`src/rtl/pe_pkg.sv`:
```
// Shared types and helpers for the vector MAC processing element.
//   DATA_WIDTH_DEF / ACC_WIDTH_DEF : default element and accumulator widths
//   acc_t                          : default-width signed accumulator type
//   wide_t                         : wide signed scratch type used by sat_add
//   lane_lsb()                     : LSB position of a lane in a packed lane vector
//   sat_add()                      : add, then wrap or clamp to a signed width
package pe_pkg;

   localparam int unsigned DATA_WIDTH_DEF = 16;
   localparam int unsigned ACC_WIDTH_DEF  = 40;
   localparam int unsigned WIDE_W         = 64;

   typedef logic signed [ACC_WIDTH_DEF-1:0] acc_t;
   typedef logic signed [WIDE_W-1:0]        wide_t;

   function automatic int unsigned lane_lsb(input int unsigned lane, input int unsigned width);
      return lane * width;
   endfunction

   // Operands are sign-extended values of a signed 'width'-bit quantity; the
   // result is sign-extended back into wide_t after wrap or clamp.
   function automatic wide_t sat_add(input wide_t a, input wide_t b,
                                     input int unsigned width, input logic saturate);
      wide_t s;
      wide_t hi;
      wide_t lo;
      s  = a + b;
      hi = (wide_t'(1) <<< (width - 1)) - wide_t'(1);
      lo = -hi - wide_t'(1);
      if (saturate) begin
         if (s > hi)      s = hi;
         else if (s < lo) s = lo;
      end else begin
         s = (s <<< (WIDE_W - width)) >>> (WIDE_W - width);
      end
      return s;
   endfunction

endpackage

```
`src/rtl/pe_mult_pipe.sv`:
```
// LANES signed multipliers behind an operand register, followed by MULT_LAT
// product stages. Each stage carries valid, last and psum-enable tags.
//   en            : advance the whole pipe (low = freeze)
//   in_*          : accepted beat and its tags
//   out_*         : products and tags at the accumulate stage
//   any_valid     : any stage holds a beat
module pe_mult_pipe
   import pe_pkg::*;
#(
   parameter int unsigned DATA_WIDTH = DATA_WIDTH_DEF,
   parameter int unsigned LANES      = 3,
   parameter int unsigned MULT_LAT   = 2
) (
   input  logic                            clk,
   input  logic                            rst,
   input  logic                            en,
   input  logic                            in_valid,
   input  logic                            in_last,
   input  logic                            in_pen,
   input  logic [LANES*DATA_WIDTH-1:0]     ifmap,
   input  logic [LANES*DATA_WIDTH-1:0]     fltr,
   output logic                            out_valid,
   output logic                            out_last,
   output logic                            out_pen,
   output logic [LANES*2*DATA_WIDTH-1:0]   out_prod,
   output logic                            any_valid
);

   localparam int unsigned PW  = 2 * DATA_WIDTH;
   localparam int unsigned OPW = LANES * DATA_WIDTH;
   localparam int unsigned PRW = LANES * PW;

   logic [OPW-1:0]      a_q, a_d, b_q, b_d;
   logic                v0_q, v0_d, l0_q, l0_d, p0_q, p0_d;
   logic [PRW-1:0]      prod_c;
   logic [PRW-1:0]      prod_q [MULT_LAT];
   logic [PRW-1:0]      prod_d [MULT_LAT];
   logic [MULT_LAT-1:0] vld_q, vld_d, last_q, last_d, pen_q, pen_d;

   // Operand capture: data only loads on an accepted beat.
   always_comb begin
      a_d  = a_q;
      b_d  = b_q;
      v0_d = v0_q;
      l0_d = l0_q;
      p0_d = p0_q;
      if (en) begin
         v0_d = in_valid;
         if (in_valid) begin
            a_d  = ifmap;
            b_d  = fltr;
            l0_d = in_last;
            p0_d = in_pen;
         end
      end
   end

   // Signed lane products.
   always_comb begin
      prod_c = '0;
      for (int unsigned i = 0; i < LANES; i++) begin
         prod_c[lane_lsb(i, PW) +: PW] =
            PW'($signed(a_q[lane_lsb(i, DATA_WIDTH) +: DATA_WIDTH])) *
            PW'($signed(b_q[lane_lsb(i, DATA_WIDTH) +: DATA_WIDTH]));
      end
   end

   // Product shift chain.
   always_comb begin
      for (int unsigned s = 0; s < MULT_LAT; s++) prod_d[s] = prod_q[s];
      vld_d  = vld_q;
      last_d = last_q;
      pen_d  = pen_q;
      if (en) begin
         prod_d[0] = prod_c;
         vld_d[0]  = v0_q;
         last_d[0] = l0_q;
         pen_d[0]  = p0_q;
         for (int unsigned s = 1; s < MULT_LAT; s++) begin
            prod_d[s] = prod_q[s-1];
            vld_d[s]  = vld_q[s-1];
            last_d[s] = last_q[s-1];
            pen_d[s]  = pen_q[s-1];
         end
      end
   end

   always_ff @(posedge clk or posedge rst) begin
      if (rst) begin
         a_q    <= '0;
         b_q    <= '0;
         v0_q   <= 1'b0;
         l0_q   <= 1'b0;
         p0_q   <= 1'b0;
         vld_q  <= '0;
         last_q <= '0;
         pen_q  <= '0;
         for (int unsigned s = 0; s < MULT_LAT; s++) prod_q[s] <= '0;
      end else begin
         a_q    <= a_d;
         b_q    <= b_d;
         v0_q   <= v0_d;
         l0_q   <= l0_d;
         p0_q   <= p0_d;
         vld_q  <= vld_d;
         last_q <= last_d;
         pen_q  <= pen_d;
         for (int unsigned s = 0; s < MULT_LAT; s++) prod_q[s] <= prod_d[s];
      end
   end

   assign out_valid = vld_q[MULT_LAT-1];
   assign out_last  = last_q[MULT_LAT-1];
   assign out_pen   = pen_q[MULT_LAT-1];
   assign out_prod  = prod_q[MULT_LAT-1];
   assign any_valid = v0_q | (|vld_q);

endmodule

```
`src/rtl/sv_pe_vmac.sv`:
```
// Vector multiply-accumulate PE: LANES products per beat, summed across lanes
// and accumulated over cfg_len beats, optionally plus an upstream partial sum.
//   cfg_len / cfg_psum_en       : group length (0 = 1) and psum add, latched per group
//   in_valid/in_ready, ifmap/fltr : beat handshake and packed signed lanes
//   psum_in*                    : upstream partial sum, consumed on a group's last beat
//   out_valid/out_ready/out_psum : registered group result
//   busy                        : beat in flight or group partially accumulated
module sv_pe_vmac
   import pe_pkg::*;
#(
   parameter int unsigned DATA_WIDTH = DATA_WIDTH_DEF,
   parameter int unsigned LANES      = 3,
   parameter int unsigned MULT_LAT   = 2,
   parameter int unsigned ACC_WIDTH  = ACC_WIDTH_DEF,
   parameter int unsigned CNT_WIDTH  = 8,
   parameter int unsigned SATURATE   = 0
) (
   input  logic                        clk,
   input  logic                        rst,
   input  logic [CNT_WIDTH-1:0]        cfg_len,
   input  logic                        cfg_psum_en,
   input  logic                        in_valid,
   output logic                        in_ready,
   input  logic [LANES*DATA_WIDTH-1:0] ifmap,
   input  logic [LANES*DATA_WIDTH-1:0] fltr,
   input  logic                        psum_in_valid,
   output logic                        psum_in_ready,
   input  logic [ACC_WIDTH-1:0]        psum_in,
   output logic                        out_valid,
   input  logic                        out_ready,
   output logic [ACC_WIDTH-1:0]        out_psum,
   output logic                        busy
);

   localparam int unsigned PW  = 2 * DATA_WIDTH;
   localparam int unsigned PRW = LANES * PW;

   logic [CNT_WIDTH-1:0]        cnt_q, cnt_d, len_q, len_d, len_eff;
   logic                        psum_en_q, psum_en_d;
   logic signed [ACC_WIDTH-1:0] acc_q, acc_d;
   logic [ACC_WIDTH-1:0]        out_psum_q, out_psum_d;
   logic                        out_valid_q, out_valid_d;
   logic                        pipe_valid, pipe_last, pipe_pen, pipe_busy;
   logic [PRW-1:0]              pipe_prod;
   logic                        last_at_acc, stall, accept, beat_last, beat_pen;
   wide_t                       sum_w, part_w, res_w;

   // Only a last beat can stall: it needs a free output slot and, if enabled, psum_in.
   assign last_at_acc   = pipe_valid & pipe_last;
   assign stall         = last_at_acc & ((out_valid_q & ~out_ready) | (pipe_pen & ~psum_in_valid));
   assign in_ready      = ~stall & ~rst;
   assign accept        = in_valid & in_ready;
   assign psum_in_ready = last_at_acc & pipe_pen & ~stall;
   assign busy          = pipe_busy | (cnt_q != '0);
   assign out_valid     = out_valid_q;
   assign out_psum      = out_psum_q;

   // Beat counter; the first beat of a group uses live config, later beats the latched copy.
   always_comb begin
      cnt_d     = cnt_q;
      len_d     = len_q;
      psum_en_d = psum_en_q;
      len_eff   = len_q;
      beat_pen  = psum_en_q;
      if (cnt_q == '0) begin
         len_eff  = (cfg_len == '0) ? CNT_WIDTH'(1) : cfg_len;
         beat_pen = cfg_psum_en;
      end
      beat_last = (cnt_q == len_eff - CNT_WIDTH'(1));
      if (accept) begin
         if (cnt_q == '0) begin
            len_d     = len_eff;
            psum_en_d = cfg_psum_en;
         end
         cnt_d = beat_last ? '0 : cnt_q + CNT_WIDTH'(1);
      end
   end

   // psum enable travels with each beat so a newly started group cannot retag a group in flight.
   pe_mult_pipe #(
      .DATA_WIDTH (DATA_WIDTH),
      .LANES      (LANES),
      .MULT_LAT   (MULT_LAT)
   ) u_mult (
      .clk       (clk),
      .rst       (rst),
      .en        (~stall),
      .in_valid  (accept),
      .in_last   (beat_last),
      .in_pen    (beat_pen),
      .ifmap     (ifmap),
      .fltr      (fltr),
      .out_valid (pipe_valid),
      .out_last  (pipe_last),
      .out_pen   (pipe_pen),
      .out_prod  (pipe_prod),
      .any_valid (pipe_busy)
   );

   // Lane sum, accumulate and output register; the last beat clears acc on the result edge.
   always_comb begin
      sum_w = '0;
      for (int unsigned i = 0; i < LANES; i++) begin
         sum_w = sum_w + WIDE_W'($signed(pipe_prod[lane_lsb(i, PW) +: PW]));
      end
      part_w = sat_add(WIDE_W'(acc_q), sum_w, ACC_WIDTH, SATURATE != 0);
      res_w  = pipe_pen ? sat_add(part_w, WIDE_W'($signed(psum_in)), ACC_WIDTH, SATURATE != 0)
                        : part_w;
      acc_d       = acc_q;
      out_valid_d = out_valid_q & ~out_ready;
      out_psum_d  = out_psum_q;
      if (pipe_valid & ~stall) begin
         if (pipe_last) begin
            acc_d       = '0;
            out_valid_d = 1'b1;
            out_psum_d  = ACC_WIDTH'(res_w);
         end else begin
            acc_d = ACC_WIDTH'(part_w);
         end
      end
   end

   always_ff @(posedge clk or posedge rst) begin
      if (rst) begin
         cnt_q       <= '0;
         len_q       <= CNT_WIDTH'(1);
         psum_en_q   <= 1'b0;
         acc_q       <= '0;
         out_valid_q <= 1'b0;
         out_psum_q  <= '0;
      end else begin
         cnt_q       <= cnt_d;
         len_q       <= len_d;
         psum_en_q   <= psum_en_d;
         acc_q       <= acc_d;
         out_valid_q <= out_valid_d;
         out_psum_q  <= out_psum_d;
      end
   end

endmodule
```
`config.mk`:
```
export PLATFORM = sky130hd
export DESIGN_NAME = sv_pe_vmac
export DESIGN_NICKNAME = d
export VERILOG_FILES = /design/src/rtl/pe_pkg.sv /design/src/rtl/pe_mult_pipe.sv /design/src/rtl/sv_pe_vmac.sv
export SDC_FILE = /design/constraint.sdc
export NUM_CORES = 2
export LEC_CHECK = 0
export CAP_MARGIN = 20
export CORE_MARGIN = 2
export CORE_UTILIZATION = 45
export CTS_BUF_LIST = sky130_fd_sc_hd__clkbuf_4
export DETAILED_ROUTE_END_ITERATION = 7
export PLACE_DENSITY = 0.74
export SLEW_MARGIN = 20
export SYNTH_ARGS = -nofsm -noshare
export SYNTH_HDL_FRONTEND = slang
export SYNTH_SLANG_ARGS = --single-unit
```
`constraint.sdc`:
```
create_clock -name clk -period 37.6 [get_ports clk]
set_input_delay 11.28 -clock clk [delete_from_list [all_inputs] [get_ports clk]]
set_output_delay 11.28 -clock clk [all_outputs]
set_load 0.05 [all_outputs]
```
## After elaboration in Yosys (flattened, before gate mapping)

Index checks and enable logic that the tools add are counted.

| storage, ports and cells | value |
|---|---|
| bits in registers | 395 |
| input port bits | 150 |
| output and inout port bits | 44 |
| logic and storage cells | 57 |

| cells by class | value |
|---|---|
| $add $sub $neg | 6 |
| multipliers | 3 |
| equal/unequal tests | 1 |
| mux-type cells | 8 |
| bitwise gates (word level) | 16 |
| reductions and logical operators | 7 |

Operators by type and width:

| cell | count |
|---|---|
| $mul 16x16->32 | 3 |
| $mux 40 | 2 |
| $add 40x34->40 | 1 |
| $add 40x40->40 | 1 |
| $add 33x32->34 | 1 |
| $add 32x32->33 | 1 |
| $mux 8 | 3 |
| $logic_not 8->1 | 2 |
| $and 1x1->1 | 9 |
| $add 8x1->8 const B | 1 |
| $eq 8x8->1 | 1 |
| $reduce_bool 8->1 | 1 |
| $sub 8x1->8 const B | 1 |
| $reduce_and 2->1 | 3 |
| $not 1->1 | 4 |
| $mux 1 | 3 |
| $or 1x1->1 | 3 |
| $reduce_or 2->1 | 1 |

## Logic depth before layout (Yosys ltp)

| logic depth | value |
|---|---|
| depth in word-level cells | 8 |
| mapped depth | 28 |
| mapped depth without buffers | 28 |

## By module

Synthesis repeated with hierarchy kept, for this count alone.

| second synthesis, totals | value |
|---|---|
| cells, all modules | 5298 |
| area, all modules | 51740.9 sq um |

By module, submodules not included:

| module | instances | cells each | area an instance (sq um) | sequential area each (sq um) |
|---|---|---|---|---|
| pe_mult_pipe | 1 | 3998 | 40978.1 | 7432.1 |
| sv_pe_vmac | 1 | 1300 | 10762.8 | 2453.6 |

## Worst setup path before layout

No wires, ideal clock.

| path | value |
|---|---|
| kind | input to output |
| start point | input port out_ready |
| end point | output port psum_in_ready |
| arrival time | 12.736 ns |
| data required time | 26.320 ns |
| path slack | 13.584 ns |
| cell stages on the path | 8 |
| path buffers | 2 |
| cell sequence | nor2b_1 -> o21ai_0 -> nand2_1 -> clkbuf_1 -> nor2_1 -> clkbuf_1 -> nand2_1 -> inv_1 |

| on the way | value |
|---|---|
| cells in the longest elaborated chain, start to end | 6 |

RTL lines:

| element | line | text |
|---|---|---|
| from (decl) | sv_pe_vmac.sv:30 | `input logic out_ready,` |
| $not 1->1 | sv_pe_vmac.sv:50 | `assign stall = last_at_acc & ((out_valid_q & ~out_ready) \| (pipe_pen & ~psum_in_valid));` |
| $and 1x1->1 | sv_pe_vmac.sv:50 |  |
| $or 1x1->1 | sv_pe_vmac.sv:50 |  |
| $and 1x1->1 | sv_pe_vmac.sv:50 |  |
| $not 1->1 (no line) | -- |  |
| $and 1x1->1 | sv_pe_vmac.sv:53 | `assign psum_in_ready = last_at_acc & pipe_pen & ~stall;` |
| to (decl) | sv_pe_vmac.sv:27 | `output logic psum_in_ready,` |

No other way between the ends.

## Final worst setup path

| path | value |
|---|---|
| start point | input port psum_in_valid |
| end point | output port psum_in_ready |

| on the way | value |
|---|---|
| cells in the longest elaborated chain, start to end | 6 |

RTL lines:

| element | line | text |
|---|---|---|
| from (decl) | sv_pe_vmac.sv:26 | `input logic psum_in_valid,` |
| $not 1->1 | sv_pe_vmac.sv:50 |  |
| $and 1x1->1 | sv_pe_vmac.sv:50 |  |
| $or 1x1->1 | sv_pe_vmac.sv:50 |  |
| $and 1x1->1 | sv_pe_vmac.sv:50 |  |
| $not 1->1 (no line) | -- |  |
| $and 1x1->1 | sv_pe_vmac.sv:53 |  |

No other way between the ends.

==> impl_metrics.csv <==
group,metric,value,unit
logic_synthesis,synthXorXnorAreaFrac,3.30,%
status,status,"finished clean",
worst_setup_path,startpoint,"psum_in_valid",
timing,finClkSkew,0.0835,ns
worst_setup_path,criticalPathCategory,"primary input to primary output",
floorplanning,initial_core_util,45.4,%
timing,fin_crit_sh,68.8,%
cts,clockBufferDepth,3,
finish,layout.cells.most_common_list,"1111 x inv_1, 1000 x nand2_1, 865 x fa_1",
cts,worstSkewPairLatency,0.98,ns
grt,grt_pass1_wl,195000,um
finish,fin_util,49.5,%
worst_setup_path,cp.arrival,14.59,ns
routing,dr.first_iter.drc_count,2407,
logic_synthesis,synth_adder_area_share,42.9,%
logic_synthesis,ys_warn_count,0,
floorplanning,rows,122,
worst_setup_path,start_kind,"primary input",
logic_synthesis,synthFlopType,"dfrtp_1",
routing,ant_nets,0,
cts,clk_pin_slew,0.07,ns
logic_synthesis,synthArstFlopShare,100,%
grt,grt_max_degree,162,
worst_setup_path,crit_path_top_delay_cell,"clkdlybuf4s50_1",
place,place_hpwl,91200,um
logic_synthesis,avgSynthCellArea,9.10,um^2
logic_synthesis,syn_inst,5510,
cts,tritoncts,"yes",
worst_setup_path,worst-path-max-fanout,20,
finish,synthToLayoutAreaGrowth,9.18,%
timing,slew_headroom,31.6,%
routing,post_drt_via_cell_ratio,5.10,
floorplanning,die_y,338,um
routing,wirelength,115000,um
logic_synthesis,synth_mux_area_share,0.933,%
logic_synthesis,syn_area,0.0501,mm^2
logic_synthesis,syn_nets,6859,
cts,postCtsSetupBuffers,0,
worst_setup_path,crit_chain,"clkdlybuf4s50_1 -> nor2_1 -> o21ai_0 -> nand2_1 -> nor2_1 -> buf_4 -> nand2_1 -> inv_1 -> clkdlybuf4s50_1",
cts,clock-sinks,395,
cts,cts_buffers,104,
floorplanning,io_pins,194,
floorplanning,die_w,338,um
timing,slew_violations,0,
worst_setup_path,slowest_delay,0.80,ns
logic_synthesis,synthSimpleGateAreaFrac,15.1,%
routing,via_count,36700,
floorplanning,die_area,0.114,mm^2
floorplanning,core,0.111,mm^2
worst_hold_path,hold_path.startpoint,"u_mult.prod_q[146]",
cts,cts_resized,0,
cts,hold_buffers,0,
timing,hold_violations,0,
timing,period_needed,25.87,ns
cts,ctsRootBufferMaster,"clkbuf_4",
finish,layout.cells.most_common,"inv_1",
worst_setup_path,cp.required,26.32,ns
routing,drt_pass1_iterations,6,
grt,grtUsageTotal,21.2,%
routing,drc,0,
worst_setup_path,r2r-start,"u_mult.a_q[10]",
logic_synthesis,synth-edff-count,0,
timing,fmax,38.6,MHz
logic_synthesis,synth_top_family_by_area,"adder cells",
grt,antenna_found_initial,2,
cts,h-tree-depth,3,
finish,drive_above_1_share,3.85,%
flow_run,cap_violations,0,
routing,wl_per_cell,16.0,um
timing,rsz0062_at_grt,"no",
place,port_buffers,193,
logic_synthesis,ys_seq_area_share,19.7,%
worst_setup_path,cp-end-kind,"primary output",
finish,finalNetCount,6987,
place,place.gp.congestion,0.915,
logic_synthesis,synth_compound_area_share,8.25,%
timing,hold_slack,0.428,ns
logic_synthesis,ys_types,69,
worst_setup_path,critPathTopFamily,"buffers and inverters",
grt,grt_pass1_vias,39100,
timing,setup-tns-final,0,ns
timing,setup_viol,0,
logic_synthesis,ys_ff_latch,395,
worst_setup_path,path_buf_inv,4,
timing,tightest_slew,1.03,ns
worst_hold_path,hp-class,"flop to flop",
grt,grt_overflow,0,
[layer usage]
layer / up-vias / GRT usage [%] / share of wire (%)
met5: - / 0 / 0
met4: 0 / 6.35 / 2.4
met3: 187 / 2.73 / 5.5
met2: 957 / 35.7 / 49
met1: 18500 / 28.7 / 44
li1: 17000 / - / -
[kinds of logic (layout without fill, tap and decap cells)]
kind of cell / Yosys count / in the layout
other: 0 / 1
flip-flops: 395 / 395
adder cells (fa/ha/maj): 1199 / 1199
XOR/XNOR: 189 / 189
AND/OR/NAND/NOR: 1684 / 1684
buffers and inverters: 1309 / 1509
multiplexers: 45 / 45
AO/OA/AOI/OAI: 689 / 689
[worst register-to-register path: cells and delay by family (launching register included)]
| kind | cells | cell delay, ns |
|---|---|---|
| adder cells (fa/ha/maj) | 7 | 3.36 |
| AND/OR/NAND/NOR | 4 | 0.73 |
| flip-flops | 1 | 0.84 |
| buffers and inverters | 3 | 0.15 |
| AO/OA/AOI/OAI | 5 | 1.54 |
| XOR/XNOR | 1 | 0.30 |
[layout make-up]
| class | count | area, um^2 |
|---|---|---|
| clock buffer | 140 | 1050 |
| timing repair buffer | 219 | 2160 |
| fill | 10200 | 55800 |
| tap | 1488 | 1860 |
| clock inverter | 38 | 235 |
| multi-input combinational | 3806 | 35400 |
| inverter | 1112 | 4180 |
| sequential | 395 | 9890 |
| antenna | 1 | 2.50 |
[Yosys cell counts (all sizes together) (31+ instances only)]
library cell	count	area, um^2
nor2	174	653
xnor2	117	1020
o21ai	262	1310
nand2	1001	3760
mux2i	34	344
inv	1112	4170
and2	321	2010
dfrtp	394	9860
a21oi	190	955
ha	334	4180
clkbuf	189	709
fa	865	17300
a21o	82	616
xor2	72	631
nand2b	35	226
nand3	31	160
[worst paths after layout]
path | to | slack (ns) | cells after the start
setup reg to reg | u_mult.prod_q[124] | 30.53 | 20
hold reg to reg | u_mult.out_prod[50] | 0.43 | 2
min in group asynchronous | u_mult.b_q[47] | 10.88 | 2
setup / recovery | psum_in_ready | 11.73 | 9
max in group asynchronous | u_mult.pen_q[1] | 24.55 | 4
hold / removal | u_mult.out_prod[50] | 0.43 | 2
[metrics by stage]
stage,cell area (um^2),setup WS (ns),std cells
3_3_place_gp,53400,11.79,7019
2_1_floorplan,50100,13.58,5510
4_1_cts,54700,11.78,7197
6_report,54700,11.73,7199
5_1_grt,54700,11.55,7199
3_5_place_dp,53400,11.79,7019
[flip-flops by register name, summed over array words and instances (netlist names)]
register,flops
u_mult.out_prod,96
u_mult.prod_q,96
u_mult.a_q,48
u_mult.b_q,48
acc_q,40
out_psum,40
cnt_q,8
len_q,8
u_mult.last_q,2
u_mult.pen_q,2
u_mult.vld_q,2
out_valid,1
psum_en_q,1
u_mult.l0_q,1
u_mult.p0_q,1
u_mult.v0_q,1
Power is left out: the tool's default activity adds up to more than one toggle a clock period on the data nets, which glitch-free logic cannot reach.
